<file path="src/rtl/moving_avg_mc.sv">
// moving_avg_mc -- multi-channel power-of-two boxcar moving average.
//
// Purpose: keeps a running sum per channel over the last 2^k accepted
// samples. All channels share one valid strobe. The output is the sum
// arithmetically shifted right by k.
//
// Optional feature: define MOVING_AVG_ROUND_EN to round half up,
// (sum + 2^(k-1)) >>> k. Without it the result is the floor shift.
//
// Ports:
//   clk_in         : the only clock; all logic runs on its rising edge
//   rst_in         : synchronous active-high reset; k returns to MAX_WINDOW_SHIFT
//   data_in        : NUM_CHANNELS signed samples; channel c is at [c*DATA_WIDTH +: DATA_WIDTH]
//   data_in_valid  : the samples on data_in are accepted this cycle
//   win_shift_in   : requested window log2; sampled only while clear_in is high
//   clear_in       : restarts averaging and latches min(win_shift_in, MAX_WINDOW_SHIFT)
//   data_out       : signed averages, packed the same way as data_in
//   data_out_valid : one-cycle strobe marking a new data_out
//   fill_count     : samples held in the current window, saturating at 2^k
//
// Handshake: there is no back-pressure. A sample is taken on every rising
// edge where data_in_valid is high and clear_in and rst_in are low.
// data_out_valid is high for exactly one cycle, one cycle after an accepted
// sample that leaves the window full. data_out holds its value between strobes.
module moving_avg_mc #(
  parameter int DATA_WIDTH       = 32,
  parameter int NUM_CHANNELS     = 2,
  parameter int MAX_WINDOW_SHIFT = 6
) (
  input  logic                               clk_in,
  input  logic                               rst_in,
  input  logic [NUM_CHANNELS*DATA_WIDTH-1:0] data_in,
  input  logic                               data_in_valid,
  input  logic [$clog2(MAX_WINDOW_SHIFT+1)-1:0] win_shift_in,
  input  logic                               clear_in,
  output logic [NUM_CHANNELS*DATA_WIDTH-1:0] data_out,
  output logic                               data_out_valid,
  output logic [MAX_WINDOW_SHIFT:0]          fill_count
);

  localparam int KW    = $clog2(MAX_WINDOW_SHIFT + 1);
  localparam int PW    = MAX_WINDOW_SHIFT;
  localparam int DEPTH = 1 << MAX_WINDOW_SHIFT;
  localparam int FW    = MAX_WINDOW_SHIFT + 1;
  // The sum of 2^MAX_WINDOW_SHIFT samples needs MAX_WINDOW_SHIFT extra bits.
  localparam int SW    = DATA_WIDTH + MAX_WINDOW_SHIFT;

  logic [KW-1:0]                       k_q, k_d;
  logic [PW-1:0]                       wr_ptr_q, wr_ptr_d;
  logic [FW-1:0]                       fill_q, fill_d;
  logic signed [SW-1:0]                sum_q [NUM_CHANNELS];
  logic signed [SW-1:0]                sum_d [NUM_CHANNELS];
  logic [NUM_CHANNELS*DATA_WIDTH-1:0]  dout_q, dout_d;
  logic                                valid_q, valid_d;

  // Sample history. It has no reset: an entry is read only after it has been
  // rewritten inside the current window.
  logic signed [DATA_WIDTH-1:0]        buf_mem [NUM_CHANNELS][DEPTH];

  logic [FW-1:0]                       win_len;
  logic                                full;
  logic [PW-1:0]                       rd_ptr;
  logic                                accept;
  logic signed [SW-1:0]                samp_ext, old_ext, new_sum;
`ifdef MOVING_AVG_ROUND_EN
  logic signed [SW:0]                  rnd_sum;
`endif

  always_comb begin
    win_len = FW'(1) << k_q;
    full    = (fill_q == win_len);
    // When k is the maximum, 2^k equals the buffer depth and rd_ptr equals
    // wr_ptr. The oldest entry is read in the same cycle it is overwritten.
    rd_ptr  = wr_ptr_q - win_len[PW-1:0];
    accept  = data_in_valid && !clear_in;

    k_d      = k_q;
    wr_ptr_d = wr_ptr_q;
    fill_d   = fill_q;
    sum_d    = sum_q;
    dout_d   = dout_q;
    valid_d  = 1'b0;
    samp_ext = '0;
    old_ext  = '0;
    new_sum  = '0;
`ifdef MOVING_AVG_ROUND_EN
    rnd_sum  = '0;
`endif

    if (clear_in) begin
      for (int c = 0; c < NUM_CHANNELS; c++) sum_d[c] = '0;
      wr_ptr_d = '0;
      fill_d   = '0;
      k_d      = (win_shift_in > KW'(MAX_WINDOW_SHIFT)) ? KW'(MAX_WINDOW_SHIFT)
                                                        : win_shift_in;
    end else if (accept) begin
      wr_ptr_d = wr_ptr_q + 1'b1;
      fill_d   = full ? fill_q : fill_q + 1'b1;
      valid_d  = (fill_d == win_len);
      for (int c = 0; c < NUM_CHANNELS; c++) begin
        samp_ext = SW'(signed'(data_in[c*DATA_WIDTH +: DATA_WIDTH]));
        old_ext  = full ? SW'(buf_mem[c][rd_ptr]) : '0;
        new_sum  = sum_q[c] + samp_ext - old_ext;
        sum_d[c] = new_sum;
        if (valid_d) begin
`ifdef MOVING_AVG_ROUND_EN
          // (1 << k) >> 1 is 2^(k-1) for k >= 1 and 0 for k = 0.
          rnd_sum = {new_sum[SW-1], new_sum} + (((SW+1)'(1) << k_q) >> 1);
          dout_d[c*DATA_WIDTH +: DATA_WIDTH] = DATA_WIDTH'(rnd_sum >>> k_q);
`else
          dout_d[c*DATA_WIDTH +: DATA_WIDTH] = DATA_WIDTH'(new_sum >>> k_q);
`endif
        end
      end
    end
  end

  always_ff @(posedge clk_in) begin
    if (rst_in) begin
      k_q      <= KW'(MAX_WINDOW_SHIFT);
      wr_ptr_q <= '0;
      fill_q   <= '0;
      for (int c = 0; c < NUM_CHANNELS; c++) sum_q[c] <= '0;
      dout_q   <= '0;
      valid_q  <= 1'b0;
    end else begin
      k_q      <= k_d;
      wr_ptr_q <= wr_ptr_d;
      fill_q   <= fill_d;
      sum_q    <= sum_d;
      dout_q   <= dout_d;
      valid_q  <= valid_d;
    end
  end

  always_ff @(posedge clk_in) begin
    if (!rst_in && accept) begin
      for (int c = 0; c < NUM_CHANNELS; c++)
        buf_mem[c][wr_ptr_q] <= data_in[c*DATA_WIDTH +: DATA_WIDTH];
    end
  end

  assign data_out       = dout_q;
  assign data_out_valid = valid_q;
  assign fill_count     = fill_q;

endmodule
</file>
<file path="config.mk">
export PLATFORM = sky130hd
export DESIGN_NAME = moving_avg_mc
export DESIGN_NICKNAME = d
export VERILOG_FILES = /design/src/rtl/moving_avg_mc.sv
export SDC_FILE = /design/constraint.sdc
export NUM_CORES = 2
export LEC_CHECK = 0
export CAP_MARGIN = 20
export CELL_PAD_IN_SITES_DETAIL_PLACEMENT = 0
export CELL_PAD_IN_SITES_GLOBAL_PLACEMENT = 2
export CORE_ASPECT_RATIO = 1.75
export CORE_UTILIZATION = 45
export CTS_CLUSTER_DIAMETER = 50
export DETAILED_ROUTE_END_ITERATION = 6
export GPL_TIMING_DRIVEN = 0
export PLACE_DENSITY = 0.78
export SLEW_MARGIN = 20
export SYNTH_ARGS = -nofsm -noshare
export SYNTH_HDL_FRONTEND = slang
export SYNTH_SLANG_ARGS = --single-unit
</file>
<file path="constraint.sdc">
create_clock -name clk_in -period 24.6 [get_ports clk_in]
set_input_delay 7.38 -clock clk_in [delete_from_list [all_inputs] [get_ports clk_in]]
set_output_delay 7.38 -clock clk_in [all_outputs]
set_load 0.03 [all_outputs]
</file>
# Word level (Yosys, flattened, before mapping)
# Memory sizes are Yosys's and may differ from the RTL's.
# Index checks and enable logic that the tools add are counted.
op_classes:
  add_sub_neg: 7
  magnitude_cmp: 4
  n_eq_ne: 2
  shift: 3
  mux: 14
  bitwise: 4
  reduce_logical: 8
ops:
  columns: ["op", "count"]
  rows:
  - ["two-way mux 2048 bit", 1]
  - ["binary-select mux 32 bit (select 6 bit)", 2]
  - ["demux 32 bit (select 6 bit)", 1]
  - ["two-way mux 32 bit", 5]
  - ["adder 38 x 32 -> 38 bit", 2]
  - ["two-way mux 38 bit", 2]
  - [">>> shifter 38 x 3 -> 32 bit", 2]
  - ["subtractor 38 bit", 2]
  - ["== test 7 bit", 2]
  - [">= comparator 7 bit (second input constant)", 2]
  - ["NOT 6 -> 7 bit", 2]
  - ["adder 7 x 1 -> 7 bit (second input constant)", 1]
  - ["less-than comparator 7 x 1 -> 1 bit (second input constant)", 1]
  - ["two-way mux 7 bit", 1]
  - ["<< shifter 1 x 3 -> 7 bit (first input constant)", 1]
  - ["adder 6 x 1 -> 6 bit (second input constant)", 1]
  - ["subtractor 6 bit", 1]
  - ["> comparator 3 bit (second input constant)", 1]
  - ["logical AND 1 bit", 3]
  - ["two-way mux 3 bit", 1]
  - ["AND reduction 3 bit", 1]
  - ["OR reduction 3 bit", 1]
  - ["logical NOT 1 bit", 2]
  - ["NOT 1 bit", 2]
  - ["2 further kinds", 2]
totals:
  register_bits: 157
  mem_bits_rw: 4096
  in_bits: 71
  output_inout_bits: 72
  elab_cells: 50
  mem_count: 1
mem_list:
  columns: ["name", "words", "width", "rd", "rd_ports_with_merged_regs", "write_ports", "line", "text"]
  rows:
  - ["buf_mem", 2, 2048, 2, 0, 2, "58", "logic signed [DATA_WIDTH-1:0] buf_mem [NUM_CHANNELS][DEPTH];"]

# Longest topological paths before layout
depth:
  ltp_word: 9
  ltp_mapped: 29
  depth_no_buf: 25

# Worst setup path before layout
# OpenSTA, ideal clock, no wires.
synth_path:
  kind: "in2reg"
  start: "input data_in_valid"
  end: "memory buf_mem[0][1632] in the netlist's numbering (enable)"
  setup_ps: 565
  arrival_ps: 12596
  required_time_ps: 24035
  setup_slack_ps: 11440
  path_stages: 4
  path_buffers: 1
  path_cell_list: "clkbuf_1 -> inv_1 -> or4_1 -> nor3_1"
synth_rtl:
  columns: ["element", "line", "text"]
  rows:
  - ["start: declaration", "33", "input logic data_in_valid,"]
  - ["end: declaration", "58", null]

# Final worst setup path
layout_path:
  start: "input data_in[16]"
  end: "register dout_q[30] (netlist: data_out[30])"
layout_via:
  elab_chain_cells: 3
layout_rtl:
  columns: ["element", "line", "text"]
  rows:
  - ["start: declaration", "32", "input logic [NUM_CHANNELS*DATA_WIDTH-1:0] data_in,"]
  - ["adder 38 x 32 -> 38 bit", "103", "new_sum = sum_q[c] + samp_ext - old_ext;"]
  - ["subtractor 38 bit", "103", null]
  - [">>> shifter 38 x 3 -> 32 bit", "111", "dout_d[c*DATA_WIDTH +: DATA_WIDTH] = DATA_WIDTH'(new_sum >>> k_q);"]
  - ["end signal: assignment", "131", "dout_q <= dout_d;"]
  - ["end: declaration", "53", "logic [NUM_CHANNELS*DATA_WIDTH-1:0] dout_q, dout_d;"]
# Every way passes these cells.
# A chain may end at the register's enable or synchronous reset.

==> run summary <==
The flow ran to the end, but the final reports show violations. The final reports fail on DRC. Setup repair after global routing left no endpoint under its margin.

The number of detailed-route iterations in the first pass is 7. STA classifies the critical path startpoint as a primary input. Across the routed clock network, the largest skew measured is 0.09562 ns. In this run the count of I/O pins placed on the die edge is 143. The clock sink count is 4253.

The height of the die is 817.9 microns. Dividing the detail-routed wire length by the instance count gives 38.59 microns. The total power divided by cell area is 83.39 nW/um^2. Detailed routing inserted a total of 90030 vias. The number of buffers added to fix hold violations after cts came out at 0. Static timing analysis puts the maximum clock frequency at 85.05 MHz. The part of the power in registers is 47.8%. The initial detailed-routing violation count is 10790. Post-CTS timing repair inserted 0 buffers for setup.

At the pin with the least slew margin, the transition time is 1.368 ns. The via-per-instance ratio is 6.302. Walking the worst path, the cells encountered are buf_2 -> buf_12 -> inv_1 -> fa_1 -> inv_1 -> ha_1 -> clkbuf_1 -> nand2_1 -> or4_1 -> a21oi_1 -> o21ai_0 -> a21boi_0 -> nor2_1 -> o2111ai_1 -> a211oi_1.

The most repeated cell in the gate-level netlist after synthesis is sky130_fd_sc_hd__edfxtp_1. The longest clock path from root to sink contains 4 buffers. The pin count of the biggest net entering global routing is 68. The number of cells on the worst hold path came out at 2. The synthesized design contains 4096 enable-type register cells. The share of total power dissipated in combinational logic is 16.4%. The share of post-route cells with drive strength above 1 is 28.45%. The global-route usage over all layers is 28.85%. The total number of H-tree levels came out at 5.

The floorplan step defined a core boundary enclosing 378600 sq um. After detailed placement, the design holds a cell count of 13590. The leftover overflow at the end of global routing is 0. The final core utilization is 52.81%.

In this run the clock root is driven by a sky130_fd_sc_hd__clkbuf_16. The minimum setup slack after placement came out at 11.99 ns. The post-synthesis cell type count came out at 91. The net switching power came out at 4.556 mW.

For this design the static power due to leakage is 64.34 nW. The post-synthesis cell area came out at 171200 sq um. The routed design could run at a clock period as short as 11.76 ns. The CTS tree is done. The HPWL after detailed placement came out at 405.9 mm. The wire length of the first global-routing pass came out at 751.4 mm. The post-synthesis instance total is 8079. The number of antenna violations at the first check in global routing is 24. The total internal power is 12.11 mW. The horizontal extent of the die came out at 468.2 microns.

The setup slack of the critical path after layout is 12.84 ns. Counting cells, the worst reg-to-reg path comes to 27. Buffers inserted during clock tree synthesis total 373.

The required time reported for the critical path endpoint is 25.43 ns. The signed area change from the synthesized netlist to the final layout is 16.80%. The post-layout net count is 9236.

In this run the tool buffered the top-level ports with 139 buffer cells. The total wire length came out at 551.3 mm. The setup path with the least slack is of type primary input to flip-flop. The tightest slew margin relative to the limit is 8.229%. The fraction of synthesis flops using an asynchronous set or reset pin is 0%.

In this run switching power makes up 27.33% of total power. STA classifies the critical path endpoint as a flip-flop. The number of placement rows is 299.

The flop and latch count out of synthesis is 4253. In this run the remaining antenna-violating nets after routing total 0. For this run, the slowest stage of the critical path takes 0.63 ns. The post-route clock period utilization came out at 47.80%. The via count of the first global-routing pass was 92270. The final count of pins violating max slew came to 0.

Setup violations remaining at the end of the flow were counted as 0. The floorplan step defined a die boundary enclosing 382900 sq um. At the end of routability-driven placement, the weighted congestion stood at 0.9311.

IR analysis of the VDD net gives a maximum drop of 0.06578 mV. sky130_fd_sc_hd__edfxtp_1 takes more of the synthesized area than any other cell. Among all stages on the critical path, the largest delay is contributed by sky130_fd_sc_hd__a21oi_1. After synthesis, the most frequently instantiated cells are 4096 x sky130_fd_sc_hd__edfxtp_1, 1301 x sky130_fd_sc_hd__mux4_2, 287 x sky130_fd_sc_hd__inv_1. The worst-path maximum fanout came out at 34. The count of warnings emitted by yosys came out at 0. The clock transition at the register clock pins on the worst setup and hold paths after CTS came out at 0.07 ns.

The remaining design rule violation count is 1. The post-cts repair resize count is 0. The max-cap check violation count is 0. For the final routed database, the setup TNS stands at 0 ns.

The count of cells in the finished layout, fillers not included, comes to 14290. The clock latency at the later pin of the worst-skew pair is 0.96 ns. The average cell area after synthesis came out at 21.19 sq um. Synthesis produced a netlist with a net count of 8310. The worst min-delay path category is flip-flop to flip-flop.

The clock group share of total power came out at 35.8%. The initial core utilization is 45.21%. The sequential element share of the synthesized area is 73.70%. The area share of the largest cell type after synthesis is 71.86%.

Data on the critical path arrives at its endpoint at 12.59 ns. The leading register cell type out of synthesis is sky130_fd_sc_hd__edfxtp_1. The final hold violation count is 0.

In this design, the critical path's most frequently occurring cell is sky130_fd_sc_hd__inv_1. By area the synthesized netlist is led by sky130_fd_sc_hd__edfxtp_1 72%, sky130_fd_sc_hd__mux4_2 17%, sky130_fd_sc_hd__dfxtp_1 1.8%.
-- cells in the final DEF (no fill, tap or decap), types with 36 or more instances in the layout --
| cell | count |
|---|---|
| sky130_fd_sc_hd__dfxtp_1 | 157 |
| sky130_fd_sc_hd__buf_12 | 231 |
| sky130_fd_sc_hd__o21ai_0 | 107 |
| sky130_fd_sc_hd__bufinv_16 | 41 |
| sky130_fd_sc_hd__clkdlybuf4s50_1 | 75 |
| sky130_fd_sc_hd__clkbuf_1 | 284 |
| sky130_fd_sc_hd__nor2b_1 | 74 |
| sky130_fd_sc_hd__nand3_1 | 57 |
| sky130_fd_sc_hd__nand2_1 | 137 |
| sky130_fd_sc_hd__clkbuf_2 | 73 |
| sky130_fd_sc_hd__a21oi_1 | 146 |
| sky130_fd_sc_hd__xnor2_1 | 39 |
| sky130_fd_sc_hd__o211ai_1 | 41 |
| sky130_fd_sc_hd__buf_1 | 69 |
| sky130_fd_sc_hd__ha_1 | 85 |
| sky130_fd_sc_hd__buf_16 | 113 |
| sky130_fd_sc_hd__mux2i_1 | 153 |
| sky130_fd_sc_hd__clkbuf_16 | 379 |
| sky130_fd_sc_hd__clkinv_2 | 74 |
| sky130_fd_sc_hd__a211oi_1 | 120 |
| sky130_fd_sc_hd__edfxtp_1 | 4096 |
| sky130_fd_sc_hd__nor2_4 | 61 |
| sky130_fd_sc_hd__clkinv_1 | 64 |
| sky130_fd_sc_hd__buf_4 | 59 |
| sky130_fd_sc_hd__a211oi_2 | 36 |
| sky130_fd_sc_hd__mux4_2 | 1301 |
| sky130_fd_sc_hd__nor2_1 | 206 |
| sky130_fd_sc_hd__inv_1 | 287 |
| sky130_fd_sc_hd__buf_2 | 128 |
| sky130_fd_sc_hd__fa_1 | 75 |
| sky130_fd_sc_hd__nor3_1 | 37 |
-- sequential cells by signal (all words and copies together), names as in the netlist --
| signal | cells |
|---|---|
| buf_mem | 4096 |
| data_out | 64 |
| data_out_valid | 1 |
| fill_count | 7 |
| k_q | 3 |
| sum_q | 76 |
| wr_ptr_q | 6 |
-- area by class of cell --
cell class              instances  area, sq um
clock inverters               233         2389
flip-flops and latches       4253       126100
repair buffers                551         9424
well taps                    4966         6213
diodes                         23        57.56
clock buffers                 433         9707
multi-input cells            3087        43030
fillers                     28960       178700
plain buffers                 449         1877
inverters                     290         1089
-- per-layer routing --
metal  track usage, %  vias to the layer above  wire length, microns
met5                0                        -                    27
met4            20.57                        4                 46590
met3            4.594                     1258                 39660
met2            50.30                     4757                286700
met1            32.01                    48420                178400
li1                 -                    35590                     -
-- metrics by stage --
step / hold WS (ns) / total power, mW / cell area (sq um)
after global routing: 0.5158 / 17.06 / 199900
final: 0.4791 / 16.67 / 199900
after detailed placement: 0.4769 / 10.81 / 187600
after global placement: 0.4564 / 10.73 / 178800
after CTS: 0.4846 / 16.69 / 199700
after floorplan: 0.4545 / 9.550 / 171200
-- kinds of logic after synthesis --
family / synth area share [%]
simple gates: 1.944
compound gates: 2.716
flops: 73.70
buf+inv: 1.654
fa+ha+maj: 1.499
xor+xnor: 0.3991
mux: 18.09
-- final timing paths --
path | from | slack, ns | endpoint
max | data_in[16] | 12.84 | data_out[30]$_SDFFE_PP0P_
min reg2reg | data_out[38]$_SDFFE_PP0P_ | 0.48 | data_out[38]$_SDFFE_PP0P_
max reg2reg | k_q[2]$_SDFFE_PP1P_ | 13.02 | data_out[30]$_SDFFE_PP0P_
min | data_out[38]$_SDFFE_PP0P_ | 0.48 | data_out[38]$_SDFFE_PP0P_
-- power groups by stage --
stage	clock network [mW]	logic [mW]	registers [mW]
after CTS	6.02	2.70	7.97
final	5.97	2.73	7.97
after detailed placement	0	2.69	8.13
after global routing	6.26	2.83	7.97
after floorplan	0	1.42	8.13
after global placement	0	2.59	8.15
-- worst max-delay path, delay by kind of cell --
| kind | cells | cell delay [ns] |
|---|---|---|
| buffers and inverters | 5 | 1.28 |
| adder cells (fa/ha/maj) | 2 | 0.86 |
| AND/OR/NAND/NOR | 3 | 1.06 |
| AO/OA/AOI/OAI | 5 | 1.93 |
Power figures use the tool's default switching activity.
